`config.mk`:
```
export PLATFORM = sky130hd
export DESIGN_NAME = operand_fetch
export DESIGN_NICKNAME = d
export VERILOG_FILES = /design/src/rtl/operand_fetch.sv
export SDC_FILE = /design/constraint.sdc
export NUM_CORES = 1
export LEC_CHECK = 0
export BUFFER_PORTS_ARGS = -buffer_cell sky130_fd_sc_hd__buf_2
export CORE_MARGIN = 4
export CORE_UTILIZATION = 55
export CTS_CLUSTER_DIAMETER = 200
export DETAILED_ROUTE_END_ITERATION = 10
export PLACE_DENSITY = 0.95
export SLEW_MARGIN = 20
export SYNTH_ARGS = -nofsm -noshare
export SYNTH_HDL_FRONTEND = slang
export SYNTH_SLANG_ARGS = --single-unit
```
`constraint.sdc`:
```
create_clock -name clk -period 4.1 [get_ports clk]
set_input_delay 0.205 -clock clk [delete_from_list [all_inputs] [get_ports clk]]
set_output_delay 0.205 -clock clk [all_outputs]
set_load 0.1 [all_outputs]
```
`src/rtl/operand_fetch.sv`:
```
// operand_fetch: RV32I decode / operand-fetch stage with a pending-write scoreboard and a registered EX bundle.
// Build option: define OPERAND_FETCH_BYPASS_EN to forward same-cycle write-back data into the operands.
module operand_fetch #(
    parameter int XLEN = 32,
    parameter int AW   = 5
) (
    input  logic            clk,
    input  logic            rst,
    input  logic            in_valid,
    output logic            in_ready,
    input  logic [31:0]     in_instr,
    input  logic [XLEN-1:0] in_pc,
    output logic [AW-1:0]   rf_a0,
    output logic [AW-1:0]   rf_a1,
    input  logic [XLEN-1:0] rf_q0,
    input  logic [XLEN-1:0] rf_q1,
    input  logic            wb_we,
    input  logic [AW-1:0]   wb_wr,
    input  logic [XLEN-1:0] wb_din,
    input  logic            flush,
    output logic            out_valid,
    input  logic            out_ready,
    output logic [XLEN-1:0] out_pc,
    output logic [XLEN-1:0] out_rs1_val,
    output logic [XLEN-1:0] out_rs2_val,
    output logic [XLEN-1:0] out_imm,
    output logic [AW-1:0]   out_rd,
    output logic [6:0]      out_opcode,
    output logic [2:0]      out_funct3,
    output logic [6:0]      out_funct7
);
    localparam int NREG = 1 << AW;

    localparam logic [6:0] OPC_LUI    = 7'b0110111;
    localparam logic [6:0] OPC_AUIPC  = 7'b0010111;
    localparam logic [6:0] OPC_JAL    = 7'b1101111;
    localparam logic [6:0] OPC_JALR   = 7'b1100111;
    localparam logic [6:0] OPC_BRANCH = 7'b1100011;
    localparam logic [6:0] OPC_LOAD   = 7'b0000011;
    localparam logic [6:0] OPC_STORE  = 7'b0100011;
    localparam logic [6:0] OPC_OPIMM  = 7'b0010011;
    localparam logic [6:0] OPC_OP     = 7'b0110011;

    // Instruction fields
    logic [6:0]    opcode;
    logic [2:0]    funct3;
    logic [6:0]    funct7;
    logic [AW-1:0] rs1;
    logic [AW-1:0] rs2;
    logic [AW-1:0] rd_field;
    logic [AW-1:0] rd;

    assign opcode   = in_instr[6:0];
    assign funct3   = in_instr[14:12];
    assign funct7   = in_instr[31:25];
    assign rs1      = in_instr[19:15];
    assign rs2      = in_instr[24:20];
    assign rd_field = in_instr[11:7];

    assign rf_a0 = rs1;
    assign rf_a1 = rs2;

    // Decode: source usage, destination and immediate
    logic        use_rs1;
    logic        use_rs2;
    logic        writes_rd;
    logic [31:0] imm32;

    always_comb begin
        use_rs1   = 1'b0;
        use_rs2   = 1'b0;
        writes_rd = 1'b0;
        imm32     = '0;
        case (opcode)
            OPC_LUI, OPC_AUIPC: begin
                writes_rd = 1'b1;
                imm32     = {in_instr[31:12], 12'b0};
            end
            OPC_JAL: begin
                writes_rd = 1'b1;
                imm32     = {{11{in_instr[31]}}, in_instr[31], in_instr[19:12],
                             in_instr[20], in_instr[30:21], 1'b0};
            end
            OPC_JALR, OPC_LOAD, OPC_OPIMM: begin
                use_rs1   = 1'b1;
                writes_rd = 1'b1;
                imm32     = {{20{in_instr[31]}}, in_instr[31:20]};
            end
            OPC_STORE: begin
                use_rs1 = 1'b1;
                use_rs2 = 1'b1;
                imm32   = {{20{in_instr[31]}}, in_instr[31:25], in_instr[11:7]};
            end
            OPC_BRANCH: begin
                use_rs1 = 1'b1;
                use_rs2 = 1'b1;
                imm32   = {{19{in_instr[31]}}, in_instr[31], in_instr[7],
                           in_instr[30:25], in_instr[11:8], 1'b0};
            end
            OPC_OP: begin
                use_rs1   = 1'b1;
                use_rs2   = 1'b1;
                writes_rd = 1'b1;
            end
            default: ;
        endcase
    end

    assign rd = writes_rd ? rd_field : '0;

    logic [XLEN-1:0] imm_ext;
    assign imm_ext = XLEN'(signed'(imm32));

    // Scoreboard and output registers
    logic [NREG-1:0] pend_q;
    logic [NREG-1:0] pend_d;
    logic            out_valid_q, out_valid_d;
    logic [XLEN-1:0] out_pc_q, out_pc_d;
    logic [XLEN-1:0] rs1_val_q, rs1_val_d;
    logic [XLEN-1:0] rs2_val_q, rs2_val_d;
    logic [XLEN-1:0] imm_q, imm_d;
    logic [AW-1:0]   out_rd_q, out_rd_d;
    logic [6:0]      opcode_q, opcode_d;
    logic [2:0]      funct3_q, funct3_d;
    logic [6:0]      funct7_q, funct7_d;

    // Operand selection and hazard detection
    logic            wb_hit_rs1;
    logic            wb_hit_rs2;
    logic            wb_hit_rd;
    logic [XLEN-1:0] rs1_val;
    logic [XLEN-1:0] rs2_val;
    logic            haz_rs1;
    logic            haz_rs2;
    logic            haz_rd;
    logic            hazard;
    logic            fire;

    assign wb_hit_rs1 = wb_we && (wb_wr == rs1);
    assign wb_hit_rs2 = wb_we && (wb_wr == rs2);
    assign wb_hit_rd  = wb_we && (wb_wr == rd);

`ifdef OPERAND_FETCH_BYPASS_EN
    // x0 is a real storage location in the file, so it is masked before the bypass.
    assign rs1_val = (rs1 == '0) ? '0 : (wb_hit_rs1 ? wb_din : rf_q0);
    assign rs2_val = (rs2 == '0) ? '0 : (wb_hit_rs2 ? wb_din : rf_q1);
    assign haz_rs1 = use_rs1 && (rs1 != '0) && pend_q[rs1] && !wb_hit_rs1;
    assign haz_rs2 = use_rs2 && (rs2 != '0) && pend_q[rs2] && !wb_hit_rs2;
    assign haz_rd  = (rd != '0) && pend_q[rd];
`else
    // Without forwarding, wait until the write-back has landed in the file.
    logic wb_din_unused;
    assign wb_din_unused = ^wb_din;
    assign rs1_val = (rs1 == '0) ? '0 : rf_q0;
    assign rs2_val = (rs2 == '0) ? '0 : rf_q1;
    assign haz_rs1 = use_rs1 && (rs1 != '0) && (pend_q[rs1] || wb_hit_rs1);
    assign haz_rs2 = use_rs2 && (rs2 != '0) && (pend_q[rs2] || wb_hit_rs2);
    assign haz_rd  = (rd != '0) && (pend_q[rd] || wb_hit_rd);
`endif

    assign hazard   = haz_rs1 || haz_rs2 || haz_rd;
    assign in_ready = !hazard && (!out_valid_q || out_ready) && !flush;
    assign fire     = in_valid && in_ready;

    // Per-register pending bit: a new writer beats a same-cycle write-back or flush clear.
    for (genvar gi = 0; gi < NREG; gi++) begin : g_pend
        if (gi == 0) begin : g_x0
            assign pend_d[gi] = 1'b0;
        end else begin : g_xn
            logic clr_wb;
            logic clr_flush;
            logic set_fire;
            assign clr_wb    = wb_we && (wb_wr == AW'(gi));
            assign clr_flush = flush && out_valid_q && (out_rd_q == AW'(gi));
            assign set_fire  = fire && (rd == AW'(gi));
            assign pend_d[gi] = set_fire || (pend_q[gi] && !clr_wb && !clr_flush);
        end
    end

    always_comb begin
        out_valid_d = out_valid_q;
        out_pc_d    = out_pc_q;
        rs1_val_d   = rs1_val_q;
        rs2_val_d   = rs2_val_q;
        imm_d       = imm_q;
        out_rd_d    = out_rd_q;
        opcode_d    = opcode_q;
        funct3_d    = funct3_q;
        funct7_d    = funct7_q;
        if (flush) begin
            out_valid_d = 1'b0;
        end else if (fire) begin
            out_valid_d = 1'b1;
            out_pc_d    = in_pc;
            rs1_val_d   = rs1_val;
            rs2_val_d   = rs2_val;
            imm_d       = imm_ext;
            out_rd_d    = rd;
            opcode_d    = opcode;
            funct3_d    = funct3;
            funct7_d    = funct7;
        end else if (out_ready) begin
            out_valid_d = 1'b0;
        end
    end

    always_ff @(posedge clk) begin
        if (rst) begin
            pend_q      <= '0;
            out_valid_q <= 1'b0;
            out_pc_q    <= '0;
            rs1_val_q   <= '0;
            rs2_val_q   <= '0;
            imm_q       <= '0;
            out_rd_q    <= '0;
            opcode_q    <= '0;
            funct3_q    <= '0;
            funct7_q    <= '0;
        end else begin
            pend_q      <= pend_d;
            out_valid_q <= out_valid_d;
            out_pc_q    <= out_pc_d;
            rs1_val_q   <= rs1_val_d;
            rs2_val_q   <= rs2_val_d;
            imm_q       <= imm_d;
            out_rd_q    <= out_rd_d;
            opcode_q    <= opcode_d;
            funct3_q    <= funct3_d;
            funct7_q    <= funct7_d;
        end
    end

    assign out_valid   = out_valid_q;
    assign out_pc      = out_pc_q;
    assign out_rs1_val = rs1_val_q;
    assign out_rs2_val = rs2_val_q;
    assign out_imm     = imm_q;
    assign out_rd      = out_rd_q;
    assign out_opcode  = opcode_q;
    assign out_funct3  = funct3_q;
    assign out_funct7  = funct7_q;

endmodule

```
== Word-level counts from Yosys, hierarchy flattened ==
Cells that the tools add are included.

* Word-level logic and storage cells: 417
* Register bits: 183

* Magnitude comparators: 3
* Reductions and logical operators: 282
* Muxes and demuxes: 15
* Equality and inequality tests: 105
* Bitwise logic cells: 1

{| class="wikitable"
|+ Operators by type and width
! operator !! count
|-
| $eq 5x5->1 const B || 48
|-
| $logic_and 1x1->1 || 167
|-
| $pmux 32 s5 || 1
|-
| $eq 5x4->1 const B || 24
|-
| $logic_not 1->1 || 65
|-
| $mux 32 || 2
|-
| $eq 5x3->1 const B || 12
|-
| $logic_or 1x1->1 || 37
|-
| $eq 5x2->1 const B || 6
|-
| $eq 7x6->1 const B || 3
|-
| $eq 7x7->1 const B || 3
|-
| $lt 5x6->1 const B || 3
|-
| $bmux 1 s5 || 3
|-
| $eq 5x1->1 const B || 3
|-
| $eq 5x5->1 || 3
|-
| $reduce_bool 5->1 || 3
|-
| $eq 7x5->1 const B || 2
|-
| $logic_not 5->1 || 2
|-
| $mux 1 || 8
|-
| $eq 7x2->1 const B || 1
|-
| $reduce_or 7->1 || 1
|-
| $reduce_or 3->1 || 2
|-
| $reduce_or 6->1 || 1
|-
| $mux 5 || 1
|-
| 4 further kinds || 5
|}

== Depth between registers and ports, before layout ==
* Depth in word-level cells: 15
* Depth in mapped cells: 12
* Gate-level depth less buffers: 7

== Worst setup path after synthesis ==
OpenSTA, ideal clock, no wires.

* Kind: input -> output
* Start point: in in_instr[7]
* End point: out in_ready
* Arrival time: 4.520 ns
* Cell stages on the path: 8
* Buffers on the path: 1
* Path slack: -0.625 ns
* Path through: buf_6 > mux2_2 > a22o_1 > mux4_2 > nand2_1 > o211a_2 > nor2_1 > nor4_1

* Cells in the longest elaborated chain, start to end: 9
* Elaborated cells on any way between the ends: 12
* Classes of those cells: eq/ne: 1; mux: 3; reduce/logical: 8

{| class="wikitable"
|+ Ends and longest elaborated chain
! element !! RTL line !! source
|-
| start: declaration || 11 || <nowiki>input logic [31:0] in_instr,</nowiki>
|-
| $mux 5 * || 109 || <nowiki>assign rd = writes_rd ? rd_field : '0;</nowiki>
|-
| $bmux 1 s5 or $eq 5x5->1 (tied branches) || 158, 141 ||
|-
| $mux 1 (not written as such) or $logic_and 1x1->1 (tied branches) || 158, 141 ||
|-
| $logic_or 1x1->1 || 158 || <nowiki>assign haz_rd = (rd != '0) && (pend_q[rd] || wb_hit_rd);</nowiki>
|-
| $logic_and 1x1->1 * || 158 ||
|-
| $logic_or 1x1->1 * || 161 || <nowiki>assign hazard = haz_rs1 || haz_rs2 || haz_rd;</nowiki>
|-
| $logic_not 1->1 * || 162 || <nowiki>assign in_ready = !hazard && (!out_valid_q || out_ready) && !flush;</nowiki>
|-
| $logic_and 1x1->1 * (2 in a row) || 162 ||
|-
| end: declaration || 10 || <nowiki>output logic in_ready,</nowiki>
|}

Every way passes the cells marked *; elsewhere a longest branch is shown, timed or not. The select of a mux whose other input is x is not followed.

== Final worst setup path ==
* Start point: reg pend_q[3]
* End point: out in_ready

* Cells in the longest elaborated chain, start to end: 9
* Elaborated cells on any way between the ends: 17
* Classes of those cells: mux: 6; reduce/logical: 11

{| class="wikitable"
|+ Ends and longest elaborated chain
! element !! RTL line !! source
|-
| start: declaration || 115 || <nowiki>logic [NREG-1:0] pend_q;</nowiki>
|-
| start signal: assignment || 220 || <nowiki>pend_q <= pend_d;</nowiki>
|-
| $bmux 1 s5 (on tied branches) || 156, 157 ||
|-
| $mux 1 (on tied branches) || 156, 157 ||
|-
| $logic_or 1x1->1 (on tied branches) || 156, 157 ||
|-
| $logic_and 1x1->1 (on tied branches) || 156, 157 ||
|-
| $logic_or 1x1->1 || 161 ||
|-
| $logic_or 1x1->1 * || 161 ||
|-
| $logic_not 1->1 * || 162 ||
|-
| $logic_and 1x1->1 * (2 in a row) || 162 ||
|}

Marks and branches as above.

==> metrics.md <==
| Metric | Value |
|---|---|
| Status | completed |
| Max Fanout on Critical Path | 4 |
| CTS clock-pin slew for the worst setup and hold paths | 80 ps |
| Beginning of the critical path | pend_q[3] |
| Synthesized area | 0.00949 mm2 |
| Final hold vios | 0 |
| Setup Skew | 11.1 ps |
| Std-Cell Rows | 47 |
| Layout overhead on the synthesized area | 21.2% |
| Yosys top cell area share | 0.384 |
| Rel. slew slack | 0.308 |
| Sequential share of the synthesized area | 0.384 |
| Critical path capture point | in_ready |
| Max-Cap Viols | 0 |
| DRC Markers | 0 |
| Main synth FF type | dfxtp_1 |
| H-tree depth | 4 |
| Syn Nets | 1253 |
| Grt total ovfl | 0 |
| FF-to-FF Start | pend_q[3] |
| Initial DRC Count | 1099 |
| Worst VDD drop | 0.327 mV |
| RSZ-0062 raised after global routing | no |
| Largest net degree at the start of global routing | 175 |
| Post-CTS sizing | 0 |
| Power Dens Cells | 395 mW/mm2 |
| CTS tree | yes |
| FFs w/ async S/R, synth | 0 |
| Seq cells post-synth | 182 |
| Period utilisation layout | 0.805 |
| Final WL | 32.1 mm |
| Worst Max-Slew Pin Slew | 1040 ps |
| Hold WC Path Type | primary input to flop |
| Yosys warns | 0 |
| Vias in the first global route | 9135 |
| Final Critical Period | 3300 ps |
| Cell Area, Placed | 0.0109 mm2 |
| Clock sinks | 182 |
| Cell type with the largest total area after synthesis | dfxtp_1 |
| Via density | 6.17 |
| Setup violators final | 0 |
| First-pass detailed-route iteration total | 6 |
| Synth cell count leaders | 246 x nand2_1, 182 x dfxtp_1, 163 x mux2i_1 |
| Setup TNS | 0 ps |
| Fmax | 0.303 GHz |
| Dpl hpwl | 22.9 mm |
| Post-synth EDFFs | 0 |
| CTS Buffer Depth | 2 |
| Die Y | 139 um |
| Most common cell in the netlist | nand2_1 |
| Multi-input gate area | 0.00528 mm2 |
| Syn avg cell area | 8.77 um2 |
| Setup CP Type | flop to output pin |
| Gpl congestion | 0.990 |
| Post-DRT Antenna Nets | 0 |
| Core Region | 0.0168 mm2 |
| Initial Util | 0.566 |
| Avg WL per Cell | 20.7 um |
| Setup slack, reg-to-reg | 1020 ps |
| Arr. time, crit path | 3100 ps |
| Dominant cells by area after synthesis | dfxtp_1 38%, mux2i_1 17%, nand2_1 9.7%, nand3_1 5.4%, mux4_2 3.3% |
| WHS | 15.8 ps |
| Yosys cell types | 62 |
| Worst-Skew Late Latency | 430 ps |
| Vias after detailed routing | 9551 |
| Ports | 333 |
| Reg2Reg Depth | 8 |
| Pins Over Slew Limit | 0 |
| Initial antenna violation count | 9 |
| Nature of the critical path endpoint | output pin |
| Register area | 0.00364 mm2 |
| Fill count | 1214 |
| Critical R2R Capture | out_rs1_val[9] |
| PortBufs | 300 |
| Clk Tree Root Cell | clkbuf_16 |
| Fin nets | 1477 |
| Layout cells sized above 1 | 0.289 |
| Die ar. | 0.0194 mm2 |
| Finished Cell Area | 0.0115 mm2 |
| Die X | 139 um |
| CP startpoint kind | flop |
| Cells after synthesis | 1082 |
| First-pass GRT wire length | 49.3 mm |
| Required time of the critical path | 3890 ps |
| TritonCTS Buffers | 17 |
| Gr usage total | 0.314 |
| LEAKAGE | 0.00519 uW |
==> cell usage in the layout (no fill, tap or decap), types with 4 or more instances in the layout <==
master	count
o31ai_1	20
a22o_1	6
nand2b_1	10
mux4_2	14
a21o_1	14
o21ai_0	13
a31oi_1	5
dfxtp_1	182
and3_1	5
or2_2	6
buf_4	7
mux2i_1	163
buf_2	300
xnor2_1	4
inv_8	7
nor2b_1	23
o221ai_1	5
o2111ai_1	9
a21oi_1	13
mux2_2	7
nor2_1	32
nand3_1	102
diode_2	10
nor3b_1	6
buf_12	5
xor2_1	8
a32oi_1	4
nand4_1	9
nand2_1	246
clkbuf_16	17
a22oi_1	21
==> sequential cells by signal, indices dropped and copies added, names as in the netlist <==
name,cells
out_imm,32
out_pc,32
out_rs1_val,32
out_rs2_val,32
pend_q,31
out_funct7,7
out_opcode,7
out_rd,5
out_funct3,3
out_valid,1
==> worst max-delay path: stages (launching register included) <==
cell      delay (ps)
dfxtp_1          370
mux2_1           320
a221o_1          350
a211oi_1         280
nor4_1           120
o21ai_1          380
o31ai_1          220
nor4_2           160
buf_2            470
==> timing repair <==
item	4_1_cts	5_1_grt
hold buffers	1	0
buffers inserted	0	0
endpoints found under the hold margin	1	0
==> worst min-delay path by stage <==
stage | from | to | slack (ps) | cells past startpoint
finish | in_pc[23] | out_pc[23] | 20 | 3
global route | rf_q1[13] | out_rs2_val[13] | 10 | 3
CTS | in_pc[3] | out_pc[3] | 1 | 3
detailed placement | out_rs2_val[5] | out_rs2_val[5] | 450 | 2
global placement | out_pc[7] | out_pc[7] | 440 | 2
floorplan | in_instr[25] | out_funct7[0] | 340 | 2
==> power by group <==
part           total (uW)  switching (uW)  internal, uW
Clock                1660             787           869
Combinational        1030             804           222
Sequential           1860            30.6          1830
Total                4540            1620          2920
==> cell type report <==
class,count,share of cell area
inverters,2,0.00131
clock buffers,17,0.0370
diodes,10,0.00218
flip-flops and latches,182,0.317
multi-input cells,790,0.460
repair buffers,313,0.145
clock inverters,14,0.0142
well taps,220,0.0239
==> cells by family after synthesis <==
kind of cell | share of synthesized area
AO/OA/AOI/OAI | 0.110
AND/OR/NAND/NOR | 0.219
buffers and inverters | 0.0604
multiplexers | 0.216
flip-flops | 0.384
XOR/XNOR | 0.0111
==> per-stage QoR <==
step	setup WS (ps)	instances	util	total power [uW]
after floorplan	537	1082	-	2700
after global placement	984	1506	0.649	2890
after detailed placement	880	1506	0.649	2910
after CTS	856	1538	0.684	4540
after global routing	697	1547	0.686	4660
final	798	1548	0.686	4540
==> layer usage <==
| metal | GRT usage | share of wire | wire length (um) | vias up |
|---|---|---|---|---|
| li1 | - | - | - | 4278 |
| met1 | 0.370 | 0.36 | 11500 | 4495 |
| met2 | 0.531 | 0.49 | 15600 | 622 |
| met3 | 0.0611 | 0.094 | 3020 | 156 |
| met4 | 0.184 | 0.063 | 2010 | 0 |
| met5 | 0 | 0 | 0 | - |
Note: power is estimated with default switching activity, not from simulation.
